===== src/rtl/simon_pkg.sv =====
// Shared Simon-game types: colour encoding, LED one-hot mapping and player FSM states.
package simon_pkg;

  typedef enum logic [1:0] {
    RED    = 2'd0,
    GREEN  = 2'd1,
    BLUE   = 2'd2,
    YELLOW = 2'd3
  } colour_t;

  typedef enum logic [2:0] {
    ST_IDLE  = 3'd0,
    ST_FETCH = 3'd1,
    ST_LOAD  = 3'd2,
    ST_ON    = 3'd3,
    ST_OFF   = 3'd4,
    ST_DONE  = 3'd5
  } player_state_t;

  function automatic logic [3:0] colour_to_led(input colour_t c);
    logic [3:0] led_v;
    case (c)
      RED:     led_v = 4'b0001;
      GREEN:   led_v = 4'b0010;
      BLUE:    led_v = 4'b0100;
      YELLOW:  led_v = 4'b1000;
      default: led_v = 4'b0000;
    endcase
    return led_v;
  endfunction

endpackage


===== src/rtl/phase_timer.sv =====
// Loadable down-counter with a zero flag; holds at zero until reloaded.
module phase_timer #(
  parameter int W = 4
) (
  input  logic         clk,
  input  logic         reset,
  input  logic         load,
  input  logic         dec,
  input  logic [W-1:0] load_val,
  output logic         zero
);

  logic [W-1:0] count_r;

  // Count register: load has priority over decrement.
  always_ff @(posedge clk) begin
    if (reset) begin
      count_r <= {W{1'b0}};
    end else if (load) begin
      count_r <= load_val;
    end else if (dec && (count_r != {W{1'b0}})) begin
      count_r <= count_r - W'(1);
    end else begin
      count_r <= count_r;
    end
  end

  assign zero = (count_r == {W{1'b0}});

endmodule


===== src/rtl/sequence_player.sv =====
// Plays the first round_len colours of the sequence RAM on the LEDs with fixed on/off timing.
module sequence_player
  import simon_pkg::*;
#(
  parameter int N         = 16,
  parameter int ADDR_W    = 4,
  parameter int ON_TICKS  = 8,
  parameter int OFF_TICKS = 4
) (
  input  logic              clk,
  input  logic              reset,
  input  logic              start,
  input  logic [ADDR_W:0]   round_len,
  output logic              rd_en,
  output logic [ADDR_W-1:0] rd_addr,
  input  logic [1:0]        rd_data,
  output logic [3:0]        led,
  output logic              busy,
  output logic              done
);

  localparam int MAX_TICKS = (ON_TICKS > OFF_TICKS) ? ON_TICKS : OFF_TICKS;
  localparam int TIMER_W   = $clog2(MAX_TICKS + 1);

  player_state_t     state_r;
  logic [ADDR_W:0]   len_r;
  logic [ADDR_W-1:0] index_r;
  logic [ADDR_W:0]   clamped_len_s;
  logic [ADDR_W:0]   next_idx_s;
  logic              tmr_load_s;
  logic              tmr_dec_s;
  logic [TIMER_W-1:0] tmr_val_s;
  logic              tmr_zero_s;

  assign clamped_len_s = (round_len > (ADDR_W+1)'(N)) ? (ADDR_W+1)'(N) : round_len;
  assign next_idx_s    = {1'b0, index_r} + (ADDR_W+1)'(1);

  // Timer control: arm ON period in LOAD, chain into OFF period when ON expires.
  always_comb begin
    tmr_load_s = 1'b0;
    tmr_dec_s  = 1'b0;
    tmr_val_s  = {TIMER_W{1'b0}};
    case (state_r)
      ST_LOAD: begin
        tmr_load_s = 1'b1;
        tmr_val_s  = TIMER_W'(ON_TICKS - 1);
      end
      ST_ON: begin
        if (tmr_zero_s) begin
          tmr_load_s = 1'b1;
          tmr_val_s  = TIMER_W'(OFF_TICKS - 1);
        end else begin
          tmr_dec_s = 1'b1;
        end
      end
      ST_OFF: begin
        if (tmr_zero_s) begin
          tmr_dec_s = 1'b0;
        end else begin
          tmr_dec_s = 1'b1;
        end
      end
      default: begin
        tmr_load_s = 1'b0;
      end
    endcase
  end

  phase_timer #(.W(TIMER_W)) u_timer (
    .clk      (clk),
    .reset    (reset),
    .load     (tmr_load_s),
    .dec      (tmr_dec_s),
    .load_val (tmr_val_s),
    .zero     (tmr_zero_s)
  );

  // Player FSM; every output is driven from here so all of them are registered.
  always_ff @(posedge clk) begin
    if (reset) begin
      state_r <= ST_IDLE;
      len_r   <= {(ADDR_W+1){1'b0}};
      index_r <= {ADDR_W{1'b0}};
      rd_en   <= 1'b0;
      rd_addr <= {ADDR_W{1'b0}};
      led     <= 4'b0000;
      busy    <= 1'b0;
      done    <= 1'b0;
    end else begin
      case (state_r)
        ST_IDLE: begin
          if (start) begin
            len_r   <= clamped_len_s;
            index_r <= {ADDR_W{1'b0}};
            if (clamped_len_s == {(ADDR_W+1){1'b0}}) begin
              done    <= 1'b1;
              state_r <= ST_DONE;
            end else begin
              busy    <= 1'b1;
              rd_en   <= 1'b1;
              rd_addr <= {ADDR_W{1'b0}};
              state_r <= ST_FETCH;
            end
          end else begin
            state_r <= ST_IDLE;
          end
        end
        ST_FETCH: begin
          rd_en   <= 1'b0;
          state_r <= ST_LOAD;
        end
        ST_LOAD: begin
          // rd_data is valid now, one cycle after the read strobe.
          led     <= colour_to_led(colour_t'(rd_data));
          state_r <= ST_ON;
        end
        ST_ON: begin
          if (tmr_zero_s) begin
            led     <= 4'b0000;
            state_r <= ST_OFF;
          end else begin
            state_r <= ST_ON;
          end
        end
        ST_OFF: begin
          if (tmr_zero_s) begin
            if (next_idx_s == len_r) begin
              busy    <= 1'b0;
              done    <= 1'b1;
              state_r <= ST_DONE;
            end else begin
              index_r <= next_idx_s[ADDR_W-1:0];
              rd_addr <= next_idx_s[ADDR_W-1:0];
              rd_en   <= 1'b1;
              state_r <= ST_FETCH;
            end
          end else begin
            state_r <= ST_OFF;
          end
        end
        ST_DONE: begin
          done    <= 1'b0;
          busy    <= 1'b0;
          state_r <= ST_IDLE;
        end
        default: begin
          rd_en   <= 1'b0;
          led     <= 4'b0000;
          busy    <= 1'b0;
          done    <= 1'b0;
          state_r <= ST_IDLE;
        end
      endcase
    end
  end

endmodule


===== config.mk =====
export PLATFORM = sky130hd
export DESIGN_NAME = sequence_player
export DESIGN_NICKNAME = d
export VERILOG_FILES = /design/src/rtl/simon_pkg.sv /design/src/rtl/phase_timer.sv /design/src/rtl/sequence_player.sv
export SDC_FILE = /design/constraint.sdc
export NUM_CORES = 1
export LEC_CHECK = 0
export ABC_CLOCK_PERIOD_IN_PS = 4200
export CORE_MARGIN = 4
export CORE_UTILIZATION = 45
export DETAILED_ROUTE_END_ITERATION = 10
export PLACE_DENSITY = 0.76
export SLEW_MARGIN = 0
export SYNTH_ARGS = -nofsm -noshare
export SYNTH_HDL_FRONTEND = slang
export SYNTH_HIERARCHICAL = 1
export SYNTH_SLANG_ARGS = --single-unit

===== constraint.sdc =====
create_clock -name clk -period 4.2 [get_ports clk]
set_input_delay 0.84 -clock clk [delete_from_list [all_inputs] [get_ports clk]]
set_output_delay 0.84 -clock clk [all_outputs]
set_load 0.02 [all_outputs]

==> results of run 1 <==
state kept, by name, summed over array words and instances, names as in the netlist:
register,flops
rd_addr,4
done,1
state_r,3
index_r,4
rd_en,1
u_timer/count_r,4
busy,1
len_r,5
led,4
worst reg2reg max path: cells and delay by family (launching register included):
kind	cells	cell delay [ps]
buf+inv	2	360
compound gates	4	900
fa+ha+maj	1	210
simple gates	2	530
flops	1	350
logic make-up after synthesis:
logic type	after synthesis
compound gates	51
xor+xnor	6
fa+ha+maj	2
buf+inv	20
flops	27
mux	1
other cells	1
simple gates	74
stage by stage:
| stage | std cells | worst slack (ps) | cell area (um2) | power (mW) | hold slack [ps] |
|---|---|---|---|---|---|
| 6_report | 243 | 1740 | 1760 | 0.547 | 491 |
| 5_1_grt | 243 | 1510 | 1760 | 0.581 | 525 |
| 4_1_cts | 243 | 1710 | 1760 | 0.550 | 490 |
| 3_5_place_dp | 239 | 1660 | 1730 | 0.440 | 464 |
| 3_3_place_gp | 239 | 1790 | 1730 | 0.435 | 464 |
| 2_1_floorplan | 182 | 2030 | 1500 | 0.401 | 443 |
worst paths after layout:
| kind | to | slack (ps) | cells after the start |
|---|---|---|---|
| worst max-delay path | rd_addr[3] | 1740 | 9 |
| worst max register to register | rd_addr[3] | 1740 | 9 |
| worst min register to register | rd_en | 490 | 1 |
| worst min-delay path | rd_en | 490 | 1 |
synth_stat cells, drive strengths merged, types with 2 or more instances:
| cell type | number |
|---|---|
| o21bai | 2 |
| a32oi | 4 |
| dfxtp | 27 |
| nor2b | 3 |
| nand3b | 5 |
| a21o | 3 |
| a311oi | 4 |
| a22oi | 2 |
| buf | 3 |
| nand2 | 19 |
| xor2 | 2 |
| and3 | 3 |
| inv | 12 |
| o21ai | 5 |
| nand2b | 6 |
| clkbuf | 5 |
| ha | 2 |
| o32ai | 2 |
| a21oi | 11 |
| or3b | 2 |
| o2bb2ai | 2 |
| nand3 | 5 |
| a211oi | 6 |
| nor2 | 21 |
| xnor2 | 4 |
| o211ai | 2 |
| nor3 | 4 |
power by group through the flow:
stage               sequential (mW)  combinational (mW)  clock (mW)
floorplan                     0.293               0.107           0
global placement              0.294               0.141           0
detailed placement            0.295               0.146           0
CTS                           0.289               0.146       0.114
global route                  0.293               0.164       0.124
finish                        0.289               0.146       0.111
layer usage:
metal,GRT usage (%),up-vias
met1,20.3,610
met5,0,-
met2,24.8,36
li1,-,690
met3,1.71,5
met4,6.22,0
area by class of cell:
| class | count | area [um2] |
|---|---|---|
| Clock buffer | 3 | 22.5 |
| Timing Repair Buffer | 21 | 208 |
| Multi-Input combinational cell | 135 | 880 |
| Clock inverter | 1 | 5.00 |
| Sequential cell | 27 | 541 |
| Fill cell | 298 | 1370 |
| Inverter | 12 | 45.0 |
| Tap cell | 44 | 55.1 |
==> results.toml, run 1 <==
[power_and_ir_drop]
p_clk_share_pct = 20.3
combPwrFrac_pct = 26.8
intPower_mw = 0.369
p_sw_share_pct = 32.5
p_leak_nw = 0.613
seq_power_share_pct = 52.9
powerDensity_nw_per_um2 = 311
ir_worst_vdd_mv = 0.150
switchingPower_mw = 0.177

[logic_synthesis]
synth_xor_area_share_pct = 3.51
synth_compound_area_share_pct = 27.2
synth_edf_count = 0
synth_warnings = 6
synth_top_area_share_pct = 36.1
yosysSeqAreaShare_pct = 36.1
synth_top_area_cell = "dfxtp_1"
syn_nets = 194
synthAdderAreaFrac_pct = 1.67
syn-mean-instance-area_um2 = 8.23
synthDistinctLibCells = 49
synth_area_um2 = 1500
syn_inst = 182
yosys.area_share.simple_pct = 25.5
ys.flop_type = "dfxtp_1"
synth_top_family_by_area = "compound AO/OA/AOI/OAI gates"
ys_ff_latch = 27
ys_top_cells_by_area = "dfxtp_1, nor2_1, nand2_1, a21oi_1, inv_1"
async_reset_ff_share_pct = 0
synth_mux_area_share_pct = 0.668

[floorplanning]
die-area_um2 = 4320
core_area_um2 = 3130
fp.dieH_um = 65.7
io_pins = 21
start_util_pct = 47.9
row_count = 20
die_w_um = 65.7

[global_routing]
grt_pass1_wl_mm = 5.32
grt_max_degree = 16
grt_pass1_vias = 1238
grtUsageTotal_pct = 15.2
overflow = 0
antenna_found_initial = 0

[clock_tree]
cts_setup_buffers = 0
htree_num_levels = 1
clk-insertion-delay-late_ps = 330
tritoncts = "built"
clock_sinks = 27
cts_buffer_depth = 2
cts_resized = 0
hold_buffers = 0
root_buffer = "clkbuf_4"
cts_buffers = 3
clk_pin_slew_ps = 140

[sta]
tns_ps = 0
finalSetupViolCount = 0
tightestPinTransition_ps = 620
hold_violations = 0
relSlewSlack_pct = 58.6
grt_setup_unrepaired = "false"
drv_slew = 0
skew_ps = 7.22
finalCritPeriodShare_pct = 58.6
fmax_mhz = 406
fin_crit_ps = 2460

[placement]
io_buffers = 20
dp_hpwl_mm = 2.30
place.gp.congestion = 0.820

[finish]
fin_util_pct = 56.1
num-nets-final = 212
drive_above_1_share_pct = 8.04
diodes = 0
layout_common_cells = "dfxtp_1, nor2_1, clkdlybuf4s50_1"
area_growth_syn_to_layout_pct = 17.2
layout_commonest_cell = "dfxtp_1"

[critical_path]
path_cells = "inv_1 -> ha_1 -> or3b_4 -> inv_1 -> nand2b_1 -> a22oi_1 -> o21ai_0 -> a211oi_2 -> o32ai_1"
rr_startpoint = "u_timer/count_r[1]"
cp.arrival_ps = 2670
critPathTopFamily = "compound AO/OA/AOI/OAI gates"
critPathCaptureType = "flop"
critPathKind = "reg -> reg"
cp_slowest_cell = "or3b_4"
start_kind = "flop"
slowest_delay_ps = 440
worst-path-buf-inv = 2
crit_path_max_fanout = 10
crit_start = "u_timer/count_r[1]"
critical_path_required_ps = 4410
crit_top_cell = "inv_1"

[status]
status = "complete, no violations"

[job]
cap_violations = 0

[hold_path]
hold_path_class = "reg -> reg"
hold_start = "rd_en"

[detailed_routing]
drc_errors = 0
drt-total-wl_mm = 3.07
first_pass_iters = 4
drt_iter0_drc = 41
wl_met2_mm = 1.39
antenna_left = 0
wl_per_cell_um = 12.6
met3WireLength_um = 124
route.layer.met1.wl_mm = 1.51
dr.max_layer_used = "met4"
vias_per_cell = 5.52
num_vias = 1341
Power figures use the tool's default switching activity.
==> run 2, diff against run 1 <==
--- a/config.mk
+++ b/config.mk
@@ -5,11 +5,11 @@
 export SDC_FILE = /design/constraint.sdc
 export NUM_CORES = 1
 export LEC_CHECK = 0
-export ABC_CLOCK_PERIOD_IN_PS = 4200
+export ABC_CLOCK_PERIOD_IN_PS = 2200
 export CORE_MARGIN = 4
 export CORE_UTILIZATION = 45
 export DETAILED_ROUTE_END_ITERATION = 10
-export PLACE_DENSITY = 0.76
+export PLACE_DENSITY = 0.78
 export SLEW_MARGIN = 0
 export SYNTH_ARGS = -nofsm -noshare
 export SYNTH_HDL_FRONTEND = slang
==> constraint.sdc (replaced) <==
create_clock -name clk -period 2.2 [get_ports clk]
set_input_delay 0.44 -clock clk [delete_from_list [all_inputs] [get_ports clk]]
set_output_delay 0.44 -clock clk [all_outputs]
set_load 0.02 [all_outputs]
==> run 2 against run 1 <==
Cell area up 5.7%. Global-route usage up 1.8 points. Worst setup slack got worse by 1600 ps. First-iteration DRC count rose by 37%. Sequential cell count did not move. Worst hold slack got worse by 7.9 ps. Largest power group unchanged.
==> results.toml, run 2 (same netlist as run 1, synthesis figures left out) <==
[critical_path]
worst-path-buf-inv = 2
crit_path_max_fanout = 5
slowest_delay_ps = 390
cp_slowest_cell = "or3b_4"
critPathTopFamily = "compound AO/OA/AOI/OAI gates"
crit_start = "u_timer/count_r[0]"
rr_startpoint = "u_timer/count_r[0]"
cp.arrival_ps = 2320
path_cells = "inv_1 -> ha_2 -> or3b_4 -> inv_2 -> nand2_1 -> a21oi_1 -> nor2_1 -> a21o_2 -> a21o_2"
critPathCaptureType = "flop"
critPathKind = "reg -> reg"
start_kind = "flop"
crit_top_cell = "a21o_2"
critical_path_required_ps = 2440

[placement]
dp.cells = 248
dp_hpwl_mm = 2.72
place.gp.congestion = 0.848
pre_cts_slack_ps = 37.4
io_buffers = 20
placed_cell_area_um2 = 1800

[floorplanning]
fp.dieH_um = 65.7
die-area_um2 = 4320
io_pins = 21
row_count = 20
start_util_pct = 47.9
core_area_um2 = 3130
die_w_um = 65.7

[clock_tree]
cts_buffers = 3
root_buffer = "clkbuf_4"
clk_pin_slew_ps = 140
clk-insertion-delay-late_ps = 320
htree_num_levels = 1
cts_buffer_depth = 2
clock_sinks = 27
tritoncts = "built"
hold_buffers = 0

[detailed_routing]
drt-total-wl_mm = 3.53
num_vias = 1422
drt_iter0_drc = 56
drc_errors = 0
vias_per_cell = 5.62
wl_per_cell_um = 14.0
first_pass_iters = 4
antenna_left = 0

[finish]
largest_register = "len_r"
largest_reg_flops = 5
finalNonFillerCells = 253
filler_cell_count = 297
finalInstanceArea_um2 = 1860
num-nets-final = 222
seq_area_um2 = 542
diodes = 0
drive_above_1_share_pct = 16.3
layout_commonest_cell = "dfxtp_1"
area_growth_syn_to_layout_pct = 23.9
fin_util_pct = 59.3
multi_input_area_um2 = 903
layout_common_cells = "dfxtp_1, nor2_1, clkdlybuf4s50_1"

[sta]
hold_violations = 0
fin_crit_ps = 2090
tns_ps = 0
finalCritPeriodShare_pct = 94.9
fmax_mhz = 479
finalSetupViolCount = 0
skew_ps = 3.24
finalWorstSetupSlack_ps = 113
drv_slew = 0

[power_and_ir_drop]
p_leak_nw = 0.663
powerDensity_nw_per_um2 = 595
ir_worst_vdd_mv = 0.304

[hold_path]
hold_path_class = "reg -> reg"
hold_start = "len_r[1]"

[global_routing]
antenna_found_initial = 0
grt_pass1_wl_mm = 5.91
grt_pass1_vias = 1399
overflow = 0
grtUsageTotal_pct = 17.0
grt_max_degree = 20

[job]
cap_violations = 0

[status]
status = "complete, no violations"
[run 2: path summary, 6_finish.rpt]
| kind | end | slack (ps) | depth (start not counted) |
|---|---|---|---|
| worst max-delay path | index_r[3] | 110 | 9 |
| worst min-delay path | len_r[1] | 480 | 2 |
| worst max register to register | index_r[3] | 110 | 9 |
| worst min register to register | len_r[1] | 480 | 2 |
[run 2: worst register-to-register path, stage by stage, from the launching register on]
cell and delay [ps]:
dfxtp_2 360, inv_1 90, ha_2 210, or3b_4 390, inv_2 100, nand2_1 110
a21oi_1 210, nor2_1 90, a21o_2 230, a21o_2 210
[run 2: layer usage]
| layer | track usage, % | share of wire, % | vias up |
|---|---|---|---|
| met5 | 0 | 0 | - |
| met4 | 6.48 | 1.2 | 0 |
| met3 | 1.71 | 2.0 | 4 |
| met2 | 29.7 | 51 | 22 |
| met1 | 21.4 | 45 | 686 |
| li1 | - | - | 710 |
[run 2: repair_timing]
| item | CTS | global route |
|---|---|---|
| hold endpoints to repair | 0 | 0 |
| setup buffers | 0 | 1 |
| endpoints found under the setup margin | 0 | 10 |
| gates resized for setup | 0 | 10 |
[run 2: layout make-up]
type | count | area share (%)
well taps | 44 | 2.97
inverters | 12 | 2.43
clock buffers | 3 | 1.21
clock inverters | 1 | 0.270
flip-flops and latches | 27 | 29.2
multi-input cells | 135 | 48.7
repair buffers | 31 | 15.2
[run 2: stage by stage]
| step | total power [mW] | hold slack, ps |
|---|---|---|
| floorplan | 0.765 | 443 |
| global placement | 0.866 | 459 |
| detailed placement | 0.880 | 466 |
| CTS | 1.10 | 487 |
| global route | 1.17 | 505 |
| finish | 1.10 | 483 |
[run 2: where the power goes]
group          switching [mW]  internal (mW)  total (mW)
logic                   0.195          0.155       0.350
registers              0.0228          0.520       0.543
clock network           0.144         0.0681       0.212
